===== src/rtl/bky_load_ctrl.sv =====
// bky_load_ctrl: sequences FIFO word reads and per-word shift bursts for one load.
// State updates on the falling edge of CLK; RST is asynchronous and active-high.
module bky_load_ctrl #(
   parameter  int WORD_BITS = 16,
   parameter  int NWORDS    = 19,
   parameter  int WAIT_MAX  = 255,
   localparam int WW = (NWORDS    > 1) ? $clog2(NWORDS)    : 1,
   localparam int BW = (WORD_BITS > 1) ? $clog2(WORD_BITS) : 1,
   localparam int TW = (WAIT_MAX  > 1) ? $clog2(WAIT_MAX)  : 1
) (
   input  logic          CLK,
   input  logic          RST,
   input  logic          START,
   input  logic          ABORT,
   input  logic          MT,
   output logic          RDENA,
   output logic          SHFT_ENA,
   output logic          CLR_CNT,
   output logic          SET_DONE,
   output logic          BUSY,
   output logic          TIMEOUT_ERR,
   output logic [WW-1:0] WORD_IDX,
   output logic [BW-1:0] BIT_IDX
);

   typedef enum logic [2:0] {
      S_IDLE,
      S_WAIT4DATA,
      S_READ,
      S_SHIFT,
      S_DONE,
      S_ERROR
   } state_t;

   localparam logic [BW-1:0] BIT_LAST   = BW'(WORD_BITS - 1);
   localparam logic [WW-1:0] WORD_LAST  = WW'(NWORDS - 1);
   localparam logic [TW-1:0] WAIT_LAST  = TW'((WAIT_MAX > 0) ? WAIT_MAX - 1 : 0);
   localparam bit            TIMEOUT_EN = (WAIT_MAX != 0);

   state_t          state, nextstate;
   logic [BW-1:0]   bit_cnt, bit_cnt_n;
   logic [WW-1:0]   word_cnt, word_cnt_n;
   logic [TW-1:0]   wait_cnt, wait_cnt_n;
   logic            bit_last, word_last, clr_n;

   assign bit_last  = (bit_cnt == BIT_LAST);
   assign word_last = (word_cnt == WORD_LAST);

   always_comb begin
      nextstate = state;
      case (state)
         S_IDLE:
            if (START) nextstate = S_WAIT4DATA;
         S_WAIT4DATA:
            if (ABORT)                                     nextstate = S_IDLE;
            else if (!MT)                                  nextstate = S_READ;
            else if (TIMEOUT_EN && (wait_cnt == WAIT_LAST)) nextstate = S_ERROR;
         S_READ:
            nextstate = ABORT ? S_IDLE : S_SHIFT;
         S_SHIFT:
            if (ABORT)          nextstate = S_IDLE;
            else if (!bit_last) nextstate = S_SHIFT;
            else if (word_last) nextstate = S_DONE;
            else if (!MT)       nextstate = S_READ;
            else                nextstate = S_WAIT4DATA;
         S_DONE, S_ERROR:
            if (!START) nextstate = S_IDLE;
         default:
            nextstate = S_IDLE;
      endcase
   end

   // word_cnt also clears whenever IDLE is entered so an aborted load leaves WORD_IDX at 0.
   always_comb begin
      bit_cnt_n  = '0;
      word_cnt_n = word_cnt;
      wait_cnt_n = '0;
      clr_n      = (state == S_IDLE) && (nextstate == S_WAIT4DATA);
      if ((state == S_SHIFT) && (nextstate == S_SHIFT))
         bit_cnt_n = bit_cnt + 1'b1;
      if ((nextstate == S_IDLE) || (state == S_IDLE))
         word_cnt_n = '0;
      else if ((state == S_SHIFT) && bit_last &&
               ((nextstate == S_READ) || (nextstate == S_WAIT4DATA)))
         word_cnt_n = word_cnt + 1'b1;
      if ((state == S_WAIT4DATA) && (nextstate == S_WAIT4DATA))
         wait_cnt_n = (wait_cnt == '1) ? wait_cnt : wait_cnt + 1'b1;
   end

   always_ff @(negedge CLK or posedge RST) begin
      if (RST) begin
         state       <= S_IDLE;
         bit_cnt     <= '0;
         word_cnt    <= '0;
         wait_cnt    <= '0;
         RDENA       <= 1'b0;
         SHFT_ENA    <= 1'b0;
         CLR_CNT     <= 1'b0;
         SET_DONE    <= 1'b0;
         BUSY        <= 1'b0;
         TIMEOUT_ERR <= 1'b0;
      end else begin
         state       <= nextstate;
         bit_cnt     <= bit_cnt_n;
         word_cnt    <= word_cnt_n;
         wait_cnt    <= wait_cnt_n;
         RDENA       <= (nextstate == S_READ);
         SHFT_ENA    <= (nextstate == S_SHIFT);
         CLR_CNT     <= clr_n;
         SET_DONE    <= (nextstate == S_DONE);
         BUSY        <= (nextstate == S_WAIT4DATA) || (nextstate == S_READ) ||
                        (nextstate == S_SHIFT);
         TIMEOUT_ERR <= (nextstate == S_ERROR);
      end
   end

   assign WORD_IDX = word_cnt;
   assign BIT_IDX  = bit_cnt;

endmodule


===== config.mk =====
export PLATFORM = sky130hd
export DESIGN_NAME = bky_load_ctrl
export DESIGN_NICKNAME = d
export VERILOG_FILES = /design/src/rtl/bky_load_ctrl.sv
export SDC_FILE = /design/constraint.sdc
export NUM_CORES = 1
export LEC_CHECK = 0
export CELL_PAD_IN_SITES_DETAIL_PLACEMENT = 0
export CELL_PAD_IN_SITES_GLOBAL_PLACEMENT = 2
export CORE_ASPECT_RATIO = 0.75
export CORE_UTILIZATION = 25
export DETAILED_ROUTE_END_ITERATION = 8
export PLACE_DENSITY = 0.61
export SLEW_MARGIN = 25
export SYNTH_ARGS = -nofsm -noshare
export SYNTH_HDL_FRONTEND = slang
export SYNTH_SLANG_ARGS = --single-unit

===== constraint.sdc =====
create_clock -name CLK -period 4.3 [get_ports CLK]
set_input_delay 0.86 -clock CLK [delete_from_list [all_inputs] [get_ports CLK]]
set_output_delay 0.86 -clock CLK [all_outputs]
set_load 0.05 [all_outputs]

======== Yosys cells after proc, flatten, opt, wreduce, memory -nomap -nowiden ========
Index checks and enable logic that the tools add are counted.
W data, S select, Z words.
word-level totals
  input bits .............................. 5
  word-level logic and storage cells ...... 56
  register bits ........................... 26
  memories kept ........................... 0
  latch bits .............................. 0
  memory bits (read-only) ................. 0
  memory bits (writable) .................. 0
cells by class
  $lt $le $gt $ge ......................... 0
  bitwise gates (word level) .............. 0
  divide/modulo/power cells ............... 0
  reduce and logical (&&, ||, !) cells .... 12
  shifts and indexed selects .............. 0
  add/subtract/negate cells ............... 3
  $mul .................................... 0
  mux-type cells .......................... 16
  equal/unequal tests ..................... 15
operators by type and width
  operator               number
  $mux W3                8
  $eq A8 B8 Y1 const B   2
  $mux W8                2
  $pmux W3 S5            1
  $eq A3 B2 Y1 const B   4
  $eq A3 B3 Y1 const B   4
  $mux W5                2
  $add A8 B1 Y8 const B  1
  $eq A3 B1 Y1 const B   2
  $logic_not A3 Y1       2
  $add A5 B1 Y5 const B  1
  $eq A5 B5 Y1 const B   1
  $logic_and A1 B1 Y1    5
  $add A4 B1 Y4 const B  1
  $eq A4 B4 Y1 const B   1
  $mux W2                2
  $mux W4                1
  $logic_or A1 B1 Y1     3
  $ne A2 B2 Y1 const B   1
  $reduce_bool A2 Y1     1
  $reduce_or A2 Y1       1

======== Depth between registers and ports, before layout ========
  depth in word-level cells ............... 10
  gate-level depth with buffers ........... 8
  mapped depth without buffers ............ 8

==> impl_metrics.env <==
export IMPL_synth_edf_count=0
export IMPL_die_w_um=86.3
export IMPL_seqPwrFrac_pct=48.5
export IMPL_first_pass_iters=4
export IMPL_place_ws_ns=-0.491
export IMPL_p_sw_share_pct=28.7
export IMPL_p_clk_share_pct=28.7
export IMPL_syn_to_final_growth_pct=41.7
export IMPL_synth_main_ff_cell="dfrtn_1"
export IMPL_synthArstFlopShare_pct=100
export IMPL_final_nets=167
export IMPL_syn_avg_cell_area_um2=10.5
export IMPL_htree_levels=1
export IMPL_antenna_found_initial=0
export IMPL_critPathRequiredTime_ns=2.27
export IMPL_yosys_warnings=0
export IMPL_design_area_um2=1890
export IMPL_startpoint_type="input port"
export IMPL_wl_per_cell_um=12.8
export IMPL_grt_pass1_vias=1049
export IMPL_dieHeight_um=65.2
export IMPL_initial_core_util_pct=26.6
export IMPL_path_class="in -> reg"
export IMPL_wl_met2_mm=1.22
export IMPL_cts_setup_buffers=0
export IMPL_rows=22
export IMPL_cp_top_family="buffers and inverters"
export IMPL_p_int_uw=401
export IMPL_crit_fanout=5
export IMPL_grt_use_total_pct=12.0
export IMPL_top_layer="met4"
export IMPL_slowest_delay_ns=0.42
export IMPL_core_area_um2=5010
export IMPL_routed_wirelength_mm=2.92
export IMPL_vias=1003
export IMPL_dp_cells=224
export IMPL_synth_nets=137
export IMPL_hold_viol_final=0
export IMPL_place_area_um2=1820
export IMPL_port_buffers=19
export IMPL_finalClockSkew_ns=0.00933
export IMPL_setup_viol=0
export IMPL_finalMaxSlewViolations=0
export IMPL_p_total_uw=562
export IMPL_grt_max_degree=27
export IMPL_cts_num_sinks=26
export IMPL_clk_insertion_delay_late_ns=0.28
export IMPL_slew_headroom_pct=74.8
export IMPL_crit_chain="clkdlybuf4s50_1 -> inv_2 -> nor4_1 -> a311o_2 -> buf_4 -> mux2i_2 -> a311oi_2"
export IMPL_end_kind="flip-flop"
export IMPL_met3_length_um=97
export IMPL_leakage_nw=0.819
export IMPL_min_path_type="reg -> reg"
export IMPL_dieArea_um2=5620
export IMPL_pwr_share_comb_pct=22.8
export IMPL_ys_seq_elements=26
export IMPL_vias_per_cell=4.40
export IMPL_crit_arrival_ns=2.21
export IMPL_worst_setup_hold_path_clk_slew_ns=0.07
export IMPL_netlist_area_um2=1330
export IMPL_tns_ns=0
export IMPL_slowest_stage="clkdlybuf4s50_1"
export IMPL_cts_root_buf="clkbuf_8"
export IMPL_cts_buffer_depth=2
export IMPL_drtIter0Drc=52
export IMPL_fillers=509
export IMPL_drive_above_1_share_pct=24.4
export IMPL_cap_viol_max_count=0
export IMPL_grt_setup_unrepaired="false"
export IMPL_seq_area_frac_synth_pct=48.9
export IMPL_worst_slack_ns=0.0597
export IMPL_synth_cell_types=39
export IMPL_cts_tree="yes"
export IMPL_met1_length_mm=1.59
export IMPL_p_sw_uw=162
export IMPL_diodes=0
export IMPL_io_pins=20
export IMPL_ant_nets=0
export IMPL_worst_pin_slew_ns=0.375
export IMPL_synthCells=127
export IMPL_drc=0
export IMPL_cp_num_buf_inv=3
export IMPL_reg2reg_slack_ns=2.06
export IMPL_outcome="finished clean"
export IMPL_cellPowerDensity_nw_per_um2=298
export IMPL_final_cells=228
export IMPL_dp_hpwl_mm=2.14
export IMPL_grt_ovfl_total=0
export IMPL_ir_drop_uv=144
export IMPL_grt_pass1_wl_mm=5.22
export IMPL_cts_buffers=3
export IMPL_gp_congestion=0.732
-- cells by family after synthesis --
group | after synthesis | synth area share [%]
AOI/OAI and AO/OA | 20 | 12.4
xor gates and xnor gates | 8 | 5.26
adders and majority gates | 5 | 4.70
buffers and inverters | 11 | 4.23
DFF | 26 | 48.9
muxes | 1 | 1.03
and+or+nand+nor | 56 | 23.5
-- final timing paths --
| kind | to | cells past startpoint | start |
|---|---|---|---|
| max | WORD_IDX[0]$_DFFE_NP0P_ | 7 | START |
| min | BIT_IDX[0]$_DFF_NP0_ | 1 | BIT_IDX[0]$_DFF_NP0_ |
| max reg2reg | wait_cnt[6]$_DFFE_NP0P_ | 9 | WORD_IDX[0]$_DFFE_NP0P_ |
| min reg2reg | BIT_IDX[0]$_DFF_NP0_ | 1 | BIT_IDX[0]$_DFF_NP0_ |
| max in group asynchronous | state[0]$_DFF_NP0_ | 3 | RST |
| min in group asynchronous | wait_cnt[3]$_DFFE_NP0P_ | 3 | RST |
-- worst register-to-register path, stage by stage (launching register included) --
cell	delay, ns
dfrtn_1	0.55
inv_1	0.10
ha_1	0.20
and4bb_1	0.24
a2111oi_1	0.39
buf_4	0.19
o21ai_4	0.08
nand3_1	0.15
buf_12	0.13
nor3_1	0.05
-- power by group through the flow --
| stage | registers, mW | clock network (mW) | logic, mW |
|---|---|---|---|
| global route | 0.276 | 0.182 | 0.139 |
| floorplan | 0.289 | 0 | 0.0482 |
| CTS | 0.273 | 0.172 | 0.130 |
| finish | 0.273 | 0.161 | 0.128 |
| detailed placement | 0.276 | 0 | 0.126 |
| global placement | 0.277 | 0 | 0.127 |
-- area by class of cell --
cell class,count,area [um2],area share (%)
Clock buffer,4,55.1,2.92
Inverter,8,30.0,1.59
Multi-Input combinational cell,90,643,34.1
Sequential cell,26,651,34.5
Tap cell,72,90.1,4.77
Timing Repair Buffer,28,418,22.1
-- layout by cell type, fill, tap and decap left out, types with 3 or more instances in the layout --
cell type,Yosys,routed
nand3_1,10,10
and2_1,3,3
nor2b_1,5,5
xor2_1,4,4
clkbuf_8,0,4
dfrtn_1,26,26
buf_4,0,8
ha_1,5,5
nor2_1,15,15
inv_1,7,6
nand4_1,3,3
buf_12,0,16
and3_1,5,5
a211oi_1,5,4
xnor2_1,4,4
-- metal layers --
layer / vias to the layer above / track usage (%)
met5: - / 0
met4: 0 / 2.08
met3: 2 / 3.52
met2: 16 / 17.0
met1: 477 / 18.2
li1: 508 / -
-- synthesized netlist by cell type, types with 2 or more instances --
library cell	count	area share [%]
inv_1	7	2.0
and2_1	3	1.4
xnor2_1	4	2.6
nor2_1	15	4.2
nand2b_1	2	0.94
a211oi_1	5	2.8
nor2b_1	5	2.3
o31ai_1	2	1.1
nand2_1	2	0.56
buf_6	2	1.7
dfrtn_1	26	49
ha_1	5	4.7
nor3b_1	2	1.1
nand3_1	10	3.8
nand3b_1	2	1.1
nand4_1	3	1.4
nor3_1	2	0.75
a21oi_1	2	0.75
xor2_1	4	2.6
and3_1	5	2.3
-- flip-flops by register name, indices dropped and copies added, names as in the netlist --
name / count
WORD_IDX: 5
CLR_CNT: 1
state: 3
SET_DONE: 1
TIMEOUT_ERR: 1
SHFT_ENA: 1
RDENA: 1
BUSY: 1
wait_cnt: 8
BIT_IDX: 4
-- timing repair --
item	CTS	global route
endpoints found under the setup margin	15	2
hold buffers	0	0
pin swaps	3	0
gates resized for setup	5	2
-- metrics by stage --
step	util, %	hold slack, ns
6_report	37.7	0.456
5_1_grt	37.7	0.469
4_1_cts	37.6	0.463
3_5_place_dp	36.2	0.462
3_3_place_gp	36.2	0.440
2_1_floorplan	-	0.481
No activity file was read; power rests on OpenSTA's default activity.
